## src/rtl/wc_io_pkg.sv

```systemverilog
`default_nettype none
// ============================================================================
//  Module   : wc_io_pkg
//  Purpose  : Shared helpers for the WC pad bridge: beat ratio between the
//             core word and the pad bus, counter-width helper and the
//             serialiser state encoding.
//  Ports    : none (package)
//  Revision : 1.0  initial release
// ============================================================================
package wc_io_pkg;

   // Smallest legal number of pin beats per core word.
   localparam int MIN_RATIO = 2;

   typedef enum logic [0:0] {
      IDLE = 1'b0,
      SEND = 1'b1
   } ser_state_t;

   // Number of pin beats that make up one core word.
   function automatic int beat_ratio(input int core_w, input int pin_w);
      return core_w / pin_w;
   endfunction

   // Bits needed to index n items; never narrower than one bit.
   function automatic int cnt_width(input int n);
      return (n <= 2) ? 1 : $clog2(n);
   endfunction

endpackage
`default_nettype wire

```

## src/rtl/wc_sync_fifo.sv

```systemverilog
`default_nettype none
// ============================================================================
//  Module   : wc_sync_fifo
//  Purpose  : Single-clock word FIFO with registered full/empty flags and
//             show-ahead read data (pop_data is valid whenever !empty).
//  Ports    : clk, rst        - clock, synchronous active-high reset
//             push, push_data - write request / data (ignored when full)
//             pop             - read request (ignored when empty)
//             pop_data        - word at the head of the FIFO
//             full, empty     - registered occupancy flags
//  Revision : 1.0  initial release
// ============================================================================
module wc_sync_fifo
   import wc_io_pkg::*;
#(
   parameter int WIDTH = 40,
   parameter int DEPTH = 4
) (
   input  logic             clk,
   input  logic             rst,
   input  logic             push,
   input  logic [WIDTH-1:0] push_data,
   input  logic             pop,
   output logic [WIDTH-1:0] pop_data,
   output logic             full,
   output logic             empty
);

   localparam int AW    = cnt_width(DEPTH);
   localparam int CNT_W = AW + 1;

   logic [WIDTH-1:0] mem [DEPTH];
   logic [AW-1:0]    wr_ptr;
   logic [AW-1:0]    rd_ptr;
   logic [CNT_W-1:0] count;
   logic [CNT_W-1:0] count_next;
   logic             do_push;
   logic             do_pop;

   assign do_push  = push && !full;
   assign do_pop   = pop && !empty;
   assign pop_data = mem[rd_ptr];

   always_comb begin
      count_next = count;
      case ({do_push, do_pop})
         2'b10:   count_next = count + CNT_W'(1);
         2'b01:   count_next = count - CNT_W'(1);
         default: count_next = count;
      endcase
   end

   // Storage carries no reset: contents are only observable through the
   // flags, which are reset.
   always_ff @(posedge clk) begin
      if (do_push) begin
         mem[wr_ptr] <= push_data;
      end
   end

   // DEPTH is a power of two, so the pointers wrap on natural overflow.
   always_ff @(posedge clk) begin
      if (rst) begin
         wr_ptr <= '0;
         rd_ptr <= '0;
         count  <= '0;
         full   <= 1'b0;
         empty  <= 1'b1;
      end else begin
         if (do_push) wr_ptr <= wr_ptr + AW'(1);
         if (do_pop)  rd_ptr <= rd_ptr + AW'(1);
         count <= count_next;
         full  <= (count_next == CNT_W'(DEPTH));
         empty <= (count_next == '0);
      end
   end

endmodule
`default_nettype wire

```

## src/rtl/wc_pad_bridge.sv

```systemverilog
`default_nettype none
// ============================================================================
//  Module   : wc_pad_bridge
//  Purpose  : Pad-side bridge for the WC core. Gathers narrow pin beats into
//             core words (LSB beat first) and serialises core result words
//             back onto narrow pins with valid/last framing.
//  Ports    : clk, rst                      - clock, sync active-high reset
//             pin_d, pin_dv                 - input beats from pads
//             core_in, core_in_valid/ready  - assembled word to core
//             core_out, core_out_valid/ready- result words from core
//             pin_z, pin_zv, pin_zlast      - output beats to pads
//             ovf                           - sticky input-overflow flag
//  Revision : 1.0  initial release
// ============================================================================
module wc_pad_bridge
   import wc_io_pkg::*;
#(
   parameter int PIN_W       = 10,
   parameter int CORE_W      = 40,
   parameter int OFIFO_DEPTH = 4
) (
   input  logic              clk,
   input  logic              rst,
   input  logic [PIN_W-1:0]  pin_d,
   input  logic              pin_dv,
   output logic [CORE_W-1:0] core_in,
   output logic              core_in_valid,
   input  logic              core_in_ready,
   input  logic [CORE_W-1:0] core_out,
   input  logic              core_out_valid,
   output logic              core_out_ready,
   output logic [PIN_W-1:0]  pin_z,
   output logic              pin_zv,
   output logic              pin_zlast,
   output logic              ovf
);

   localparam int            R         = beat_ratio(CORE_W, PIN_W);
   localparam int            CW        = cnt_width(R);
   localparam logic [CW-1:0] LAST_BEAT = CW'(R - 1);
   localparam logic [CW-1:0] PRE_LAST  = CW'(R - 2);

   generate
      if ((CORE_W % PIN_W) != 0 || R < MIN_RATIO || OFIFO_DEPTH < 2 ||
          (OFIFO_DEPTH & (OFIFO_DEPTH - 1)) != 0) begin : g_bad_params
         $fatal(1, "wc_pad_bridge: CORE_W must be a multiple of PIN_W (ratio >= 2) and OFIFO_DEPTH a power of two >= 2");
      end
   endgenerate

   // ------------------------------------------------------------------
   // Input assembly
   // ------------------------------------------------------------------
   logic [CORE_W-1:0] asm_q;
   logic [CORE_W-1:0] asm_next;
   logic [CW-1:0]     in_cnt;
   logic              hold_drain;

   // Assembly register with the current beat already merged in, so the
   // completing beat can go straight into the hold register.
   always_comb begin
      asm_next = asm_q;
      asm_next[in_cnt*PIN_W +: PIN_W] = pin_d;
   end

   assign hold_drain = core_in_valid && core_in_ready;

   always_ff @(posedge clk) begin
      if (rst) begin
         asm_q         <= '0;
         in_cnt        <= '0;
         core_in       <= '0;
         core_in_valid <= 1'b0;
         ovf           <= 1'b0;
      end else begin
         if (hold_drain) core_in_valid <= 1'b0;
         if (pin_dv) begin
            asm_q <= asm_next;
            if (in_cnt == LAST_BEAT) begin
               in_cnt <= '0;
               // A hold register draining this cycle frees room for the
               // new word; otherwise the new word is lost.
               if (!core_in_valid || hold_drain) begin
                  core_in       <= asm_next;
                  core_in_valid <= 1'b1;
               end else begin
                  ovf <= 1'b1;
               end
            end else begin
               in_cnt <= in_cnt + CW'(1);
            end
         end
      end
   end

   // ------------------------------------------------------------------
   // Output FIFO
   // ------------------------------------------------------------------
   logic              fifo_full;
   logic              fifo_empty;
   logic              fifo_push;
   logic              fifo_pop;
   logic [CORE_W-1:0] fifo_data;

   // Held low during reset so the core never pushes into a FIFO being cleared.
   assign core_out_ready = !fifo_full && !rst;
   assign fifo_push      = core_out_valid && core_out_ready;

   wc_sync_fifo #(
      .WIDTH (CORE_W),
      .DEPTH (OFIFO_DEPTH)
   ) u_ofifo (
      .clk       (clk),
      .rst       (rst),
      .push      (fifo_push),
      .push_data (core_out),
      .pop       (fifo_pop),
      .pop_data  (fifo_data),
      .full      (fifo_full),
      .empty     (fifo_empty)
   );

   // ------------------------------------------------------------------
   // Serialiser
   // ------------------------------------------------------------------
   ser_state_t        state;
   logic [CORE_W-1:0] shift_q;
   logic [CW-1:0]     out_cnt;   // index of the beat currently on the pins

   // Pop when idle, or at the end of the last beat so the next word's
   // first beat follows without a bubble.
   assign fifo_pop = !fifo_empty &&
                     ((state == IDLE) || (out_cnt == LAST_BEAT));

   always_ff @(posedge clk) begin
      if (rst) begin
         state     <= IDLE;
         shift_q   <= '0;
         out_cnt   <= '0;
         pin_z     <= '0;
         pin_zv    <= 1'b0;
         pin_zlast <= 1'b0;
      end else if (fifo_pop) begin
         state     <= SEND;
         pin_z     <= fifo_data[PIN_W-1:0];
         pin_zv    <= 1'b1;
         pin_zlast <= 1'b0;
         shift_q   <= fifo_data >> PIN_W;
         out_cnt   <= '0;
      end else if (state == SEND) begin
         if (out_cnt == LAST_BEAT) begin
            state     <= IDLE;
            pin_z     <= '0;
            pin_zv    <= 1'b0;
            pin_zlast <= 1'b0;
            out_cnt   <= '0;
         end else begin
            pin_z     <= shift_q[PIN_W-1:0];
            shift_q   <= shift_q >> PIN_W;
            out_cnt   <= out_cnt + CW'(1);
            pin_zlast <= (out_cnt == PRE_LAST);
         end
      end
   end

endmodule
`default_nettype wire

```

## config.mk

```make
export PLATFORM = sky130hd
export DESIGN_NAME = wc_pad_bridge
export DESIGN_NICKNAME = d
export VERILOG_FILES = /design/src/rtl/wc_io_pkg.sv /design/src/rtl/wc_sync_fifo.sv /design/src/rtl/wc_pad_bridge.sv
export SDC_FILE = /design/constraint.sdc
export NUM_CORES = 1
export LEC_CHECK = 0
export CELL_PAD_IN_SITES_DETAIL_PLACEMENT = 0
export CELL_PAD_IN_SITES_GLOBAL_PLACEMENT = 1
export CORE_MARGIN = 2
export CORE_UTILIZATION = 43
export CTS_CLUSTER_DIAMETER = 100
export DETAILED_ROUTE_END_ITERATION = 6
export DONT_BUFFER_PORTS = 1
export GPL_TIMING_DRIVEN = 0
export PLACE_DENSITY = 0.66
export SKIP_CTS_REPAIR_TIMING = 1
export SLEW_MARGIN = 10
export SYNTH_ARGS = -nofsm -noshare
export SYNTH_HDL_FRONTEND = slang
export SYNTH_SLANG_ARGS = --single-unit
```

## constraint.sdc

```tcl
create_clock -name clk -period 3.8 [get_ports clk]
set_clock_uncertainty 0.05 [all_clocks]
set_input_delay 0.57 -clock clk [delete_from_list [all_inputs] [get_ports clk]]
set_output_delay 0.57 -clock clk [all_outputs]
set_load 0.05 [all_outputs]
```

# [Yosys cells after proc, flatten, opt, wreduce, memory -nomap -nowiden]
# Memory sizes are Yosys's and may differ from the RTL's. A register that Yosys moved wholly into a read port is not among the register bits.
# Cells that the tools add are included.
[classes] add_sub_neg=7 mul=1 eq_ne=7 shifts=2 muxes=25 bitwise=2 n_reduce_logical=20
[ops] cell="30-bit 2-to-1 mux" count=3
[ops] cell="40-bit bitwise mux" count=1
[ops] cell="10-bit by 34-bit variable shift with 40-bit output, first input constant" count=1
[ops] cell="10-bit by 34-bit indexed part select with 40-bit output" count=1
[ops] cell="6-bit negator with 34-bit output" count=1
[ops] cell="10-bit 2-to-1 mux" count=3
[ops] cell="1-bit 2-to-1 mux" count=13
[ops] cell="2-bit by 1-bit adder with 2-bit output, second input constant" count=4
[ops] cell="2-bit == test, second input constant" count=4
[ops] cell="2-bit 2-to-1 mux" count=4
[ops] cell="1-bit logical AND" count=6
[ops] cell="3-bit one-hot mux with 2 select lines" count=1
[ops] cell="3-bit AND reduction" count=2
[ops] cell="2-bit by 3-bit multiplier with 5-bit output, second input constant" count=1
[ops] cell="1-bit logical NOT" count=4
[ops] cell="2-bit AND reduction" count=2
[ops] cell="2-bit nonzero test" count=2
[ops] cell="3-bit by 1-bit adder with 3-bit output, second input constant" count=1
[ops] cell="3-bit == test, second input constant" count=1
[ops] cell="3-bit logical NOT" count=1
[ops] cell="3-bit by 1-bit subtractor with 3-bit output, second input constant" count=1
[ops] cell="2-bit by 1-bit == test with 1-bit output, second input constant" count=1
[ops] cell="1-bit logical OR" count=2
[ops] cell="2-bit by 1-bit != test with 1-bit output, second input constant" count=1
[ops] cell="other kinds (2)" count=3
[totals] reg_bits=138 ramBits=160 input_bits=55 out_inout_bits=55 wordCells=81 memories=1
[memory_table] name="u_ofifo.mem" depth=4 width=40 read_ports=1 rd_clocked_by_memory_dff=1 wr=1 line="wc_sync_fifo.sv:32" source="logic [WIDTH-1:0] mem [DEPTH];"

# [Logic depth before layout (Yosys ltp)]
[logic_depth] ltp_word=7 mapped_depth=11 depth_no_buf=9

# [Modules after synthesis]
# Synthesis repeated with hierarchy kept, for this count alone.
[unflattened] hier_cells=962 hier_area_um2=12549.5
[modules_own_cells] mod="wc_sync_fifo" instances=1 cells_each=267 area_per_inst_um2=6356.1 seq_area_each_um2=5024.8
[modules_own_cells] mod="wc_pad_bridge" instances=1 cells_each=695 area_per_inst_um2=6193.4 seq_area_each_um2=2582.5

# [Worst setup path before layout]
# OpenSTA, ideal clock, no wires.
[synth_timing] kind="in2reg" start="input rst" end="register u_ofifo.full" setup_time_ns=0.065 arrival_time_ns=3.172 required_time_ns=3.685 path_slack_ns=0.513 path_stages=10 path_buffers=1 cell_sequence="buf_2 > nor2_1 > and2_1 > inv_1 > ha_1 > fa_1 > xnor2_1 > or3_1 > a21oi_1 > nor2b_1"
[synth_between] elab_chain_len=7 word_cells_on_any_way=8 classes_between="3 x eq/ne; 1 x mux; 4 x reduce/logical"
[synth_lines] element="start: declaration" line="wc_pad_bridge.sv:23" source="input logic rst,"
[synth_lines] element="1-bit logical NOT (*)" line="wc_pad_bridge.sv:105" source="assign core_out_ready = !fifo_full && !rst;"
[synth_lines] element="1-bit logical AND (*)" line="wc_pad_bridge.sv:105"
[synth_lines] element="via core_out_ready" line="wc_pad_bridge.sv:31" source="output logic core_out_ready,"
[synth_lines] element="1-bit logical AND (*)" line="wc_pad_bridge.sv:106" source="assign fifo_push = core_out_valid && core_out_ready;"
[synth_lines] element="1-bit logical AND (*)" line="wc_sync_fifo.sv:40" source="assign do_push = push && !full;"
[synth_lines] element="2-bit by 1-bit == test with 1-bit output / 2-bit == test (equally long branches)" line="wc_sync_fifo.sv:46" source="case ({do_push, do_pop})"
[synth_lines] element="3-bit one-hot mux with 2 select lines (*)" line="wc_sync_fifo.sv:46"
[synth_lines] element="3-bit == test (*)" line="wc_sync_fifo.sv:73" source="full <= (count_next == CNT_W'(DEPTH));"
[synth_lines] element="end signal: assignment" line="wc_sync_fifo.sv:73"
[synth_lines] element="end: declaration" line="wc_sync_fifo.sv:25" source="output logic full,"
# Mark *: on every way through the listed nets, which the timed path passes. The rest lies on a longest branch.
# A chain may end at the register's enable or synchronous reset.

# [Worst setup path after layout]
[layout_timing] start="register u_ofifo.full" end="register u_ofifo.full"
[layout_between] elab_chain_len=7 word_cells_on_any_way=8 classes_between="3 x eq/ne; 1 x mux; 4 x reduce/logical"
[layout_lines] element="1-bit logical NOT (*)" line="wc_pad_bridge.sv:105"
[layout_lines] element="1-bit logical AND (*)" line="wc_pad_bridge.sv:105"
[layout_lines] element="via core_out_ready" line="wc_pad_bridge.sv:31"
[layout_lines] element="1-bit logical AND (*)" line="wc_pad_bridge.sv:106"
[layout_lines] element="1-bit logical AND (*)" line="wc_sync_fifo.sv:40"
[layout_lines] element="2-bit by 1-bit == test with 1-bit output / 2-bit == test (equally long branches)" line="wc_sync_fifo.sv:46"
[layout_lines] element="3-bit one-hot mux with 2 select lines (*)" line="wc_sync_fifo.sv:46"
[layout_lines] element="3-bit == test (*)" line="wc_sync_fifo.sv:73"
# Marked as above.

==> results.py <==
metrics = {
    "synthesis": {
        "yosys.area_share.adder_pct": 1.491,
        "synth_edf_count": 160,
        "ys_warn_count": 0,
        "yosys_register_bits": 300,
        "syn-instance-count": 918,
        "synth_nets": 987,
        "synthXorXnorAreaFrac_pct": 0.3574,
        "async_reset_ff_share_pct": 0,
        "syn_area_um2": 12250,
        "synth_top_family_by_area": "compound AO/OA/AOI/OAI gates",
        "synth-simple-area-share_pct": 8.230,
        "synthFlopType": "edfxtp_1",
        "avgSynthCellArea_um2": 13.35,
        "synth_compound_area_share_pct": 12.50,
        "ys_seq_area_share_pct": 62.08,
        "synthMuxAreaShare_pct": 11.74,
        "ys_types": 70,
    },
    "hold_path": {
        "hold_class": "in -> reg",
        "whs_path_depth": 0,
    },
    "clock_network": {
        "cts_sinks": 300,
        "clk_pin_slew_ns": 0.06,
        "clk_latency_ns": 0.56,
        "cts_buffers": 31,
        "root_buffer": "clkbuf_16",
        "cts_tree": "built",
        "h-tree-depth": 1,
        "cts_buffer_depth": 3,
    },
    "floorplan": {
        "core_um2": 27930,
        "initial_core_util_pct": 43.87,
        "die-area_um2": 29870,
        "fp.dieW_um": 172.8,
        "rows": 61,
        "die_y_um": 172.8,
        "io_pins": 110,
    },
    "timing": {
        "rsz0062_at_grt": "false",
        "setup_viol": 0,
        "finalMaxSlewViolations": 0,
        "worst_pin_slew_ns": 1.128,
        "holdWs_ns": 0.04508,
        "tns_ns": 0,
        "fin_crit_ns": 3.076,
        "slew_headroom_pct": 24.53,
        "fin_crit_sh_pct": 80.95,
        "hold_viol": 0,
        "max_freq_ghz": 0.3251,
    },
    "placed_design": {
        "gp_congestion": 0.8630,
        "io_buffers": 0,
        "dp_hpwl_um": 21340,
    },
    "run_status": {
        "status": "finished, final reports clean",
    },
    "global_route": {
        "use_met1_pct": 26.31,
        "first_global_vias": 7631,
        "antenna_found_initial": 0,
        "met2_usage_pct": 34.52,
        "use_met3_pct": 3.914,
        "grt_overflow": 0,
        "grt_use_total_pct": 20.20,
        "grt_start_max_net_pins": 27,
        "busiest_layer": "met2",
        "grt_pass1_wl_um": 46780,
    },
    "routing": {
        "viasPerCell": 5.610,
        "vias": 7618,
        "drt-total-wl_um": 30230,
        "drtAntennaViolNets": 0,
        "firstDrtPassIters": 5,
        "drt_iter0_drc": 619,
        "drcViolationCount": 0,
        "wire_per_inst_um": 22.26,
    },
    "cells_and_area": {
        "final_cell_mix": "edfxtp_1 (160), dfxtp_1 (140), o21ai_0 (77)",
        "areaGrowthSynthToFinish_pct": 12.97,
        "layout-drive-gt1-share_pct": 16.63,
        "nets": 1024,
        "antenna_cells": 0,
        "final_common_cell": "edfxtp_1",
    },
    "critical_path": {
        "cp-start-kind": "flip-flop",
        "cp-end-kind": "flip-flop",
        "critPathMaxFanout": 6,
        "worstPathRequired_ns": 4.25,
        "r2r_cells": 9,
        "crit_type": "reg -> reg",
        "arrival_ns": 3.53,
    },
    "pwr": {
        "powerDensity_nw_per_um2": 626.1,
        "ir_drop_v": 0.0004106,
        "p_leak_nw": 4.777,
    },
    "run": {
        "cap_violations": 0,
    },
}
registers in the layout, summed over array words and instances (netlist names), 2 cells and up, named ones only:
register	count
pin_z	10
out_cnt	2
in_cnt	2
shift_q	30
u_ofifo.mem	160
u_ofifo.wr_ptr	2
asm_q	40
u_ofifo.count	3
u_ofifo.rd_ptr	2
core_in	40
critical path, cell delays in order (launching register included):
cell	delay (ns)
dfxtp_1	0.30
nor2_1	0.85
and2_1	0.33
inv_1	0.06
ha_1	0.23
fa_1	0.38
xnor2_1	0.15
or3_1	0.30
a21oi_1	0.21
nor2b_1	0.15
path summary, 6_finish.rpt:
path	from	slack, ns	to
max	u_ofifo.full	0.72	u_ofifo.full
min	core_out[19]	0.05	u_ofifo.mem[2][19]
max reg2reg	u_ofifo.full	0.72	u_ofifo.full
min reg2reg	asm_q[16]	0.41	asm_q[16]
layout make-up:
type | instances | area (um^2)
buffer | 65 | 347.8
clock buffer | 39 | 825.8
clock inverter | 19 | 205.2
fill | 2513 | 14090
inverter | 25 | 93.84
multi-input combinational | 528 | 4210
sequential | 300 | 7607
tap | 378 | 473.0
timing repair buffer | 4 | 80.08
power by group:
part | leakage (nW) | internal, W | total, W | switching [W]
Combinational | 1.68 | 0.000708 | 0.00159 | 0.000877
Clock | 0.507 | 0.00181 | 0.00305 | 0.00124
Sequential | 2.59 | 0.00371 | 0.00404 | 0.000326
metrics by stage:
stage / utilization (%) / instance area (um^2) / worst slack (ns) / power (W) / instances
floorplan: - / 12250 / 0.5128 / 0.005269 / 918
finish: 49.56 / 13840 / 0.7239 / 0.008667 / 1358
CTS: 49.56 / 13840 / 0.6869 / 0.008780 / 1358
detailed placement: 45.87 / 12810 / 0.2352 / 0.005716 / 1300
global placement: 45.56 / 12730 / -0.2168 / 0.005697 / 1296
global route: 49.56 / 13840 / 0.4740 / 0.009070 / 1358
kinds of logic after synthesis:
logic type / after synthesis
xor+xnor: 5
buf+inv: 90
simple gates: 190
mux: 87
flops: 300
compound gates: 232
fa+ha+maj: 14
cell usage after synthesis (9+ instances only):
master	count	area share [%]
nand2_1	32	0.98
mux2i_1	40	3.3
a21oi_1	60	2.5
nand3_1	16	0.65
buf_2	19	0.78
nor2b_1	9	0.46
ha_1	13	1.3
a221oi_1	17	1.2
a32oi_1	14	1.0
nor2_1	72	2.2
clkbuf_1	32	0.98
o21ai_0	77	3.1
mux4_2	44	8.1
edfxtp_1	160	39
and3_1	9	0.46
nor3_1	9	0.37
a22oi_1	20	1.2
inv_1	23	0.70
dfxtp_1	140	23
metal layers:
| metal | vias up | wire length (um) | part of all wire, % |
|---|---|---|---|
| met4 | 0 | 776 | 2.6 |
| li1 | 3593 | - | - |
| met3 | 47 | 1579 | 5.2 |
| met2 | 194 | 15030 | 50 |
| met1 | 3784 | 12850 | 43 |
| met5 | - | 0 | 0 |
Power figures use the tool's default switching activity.
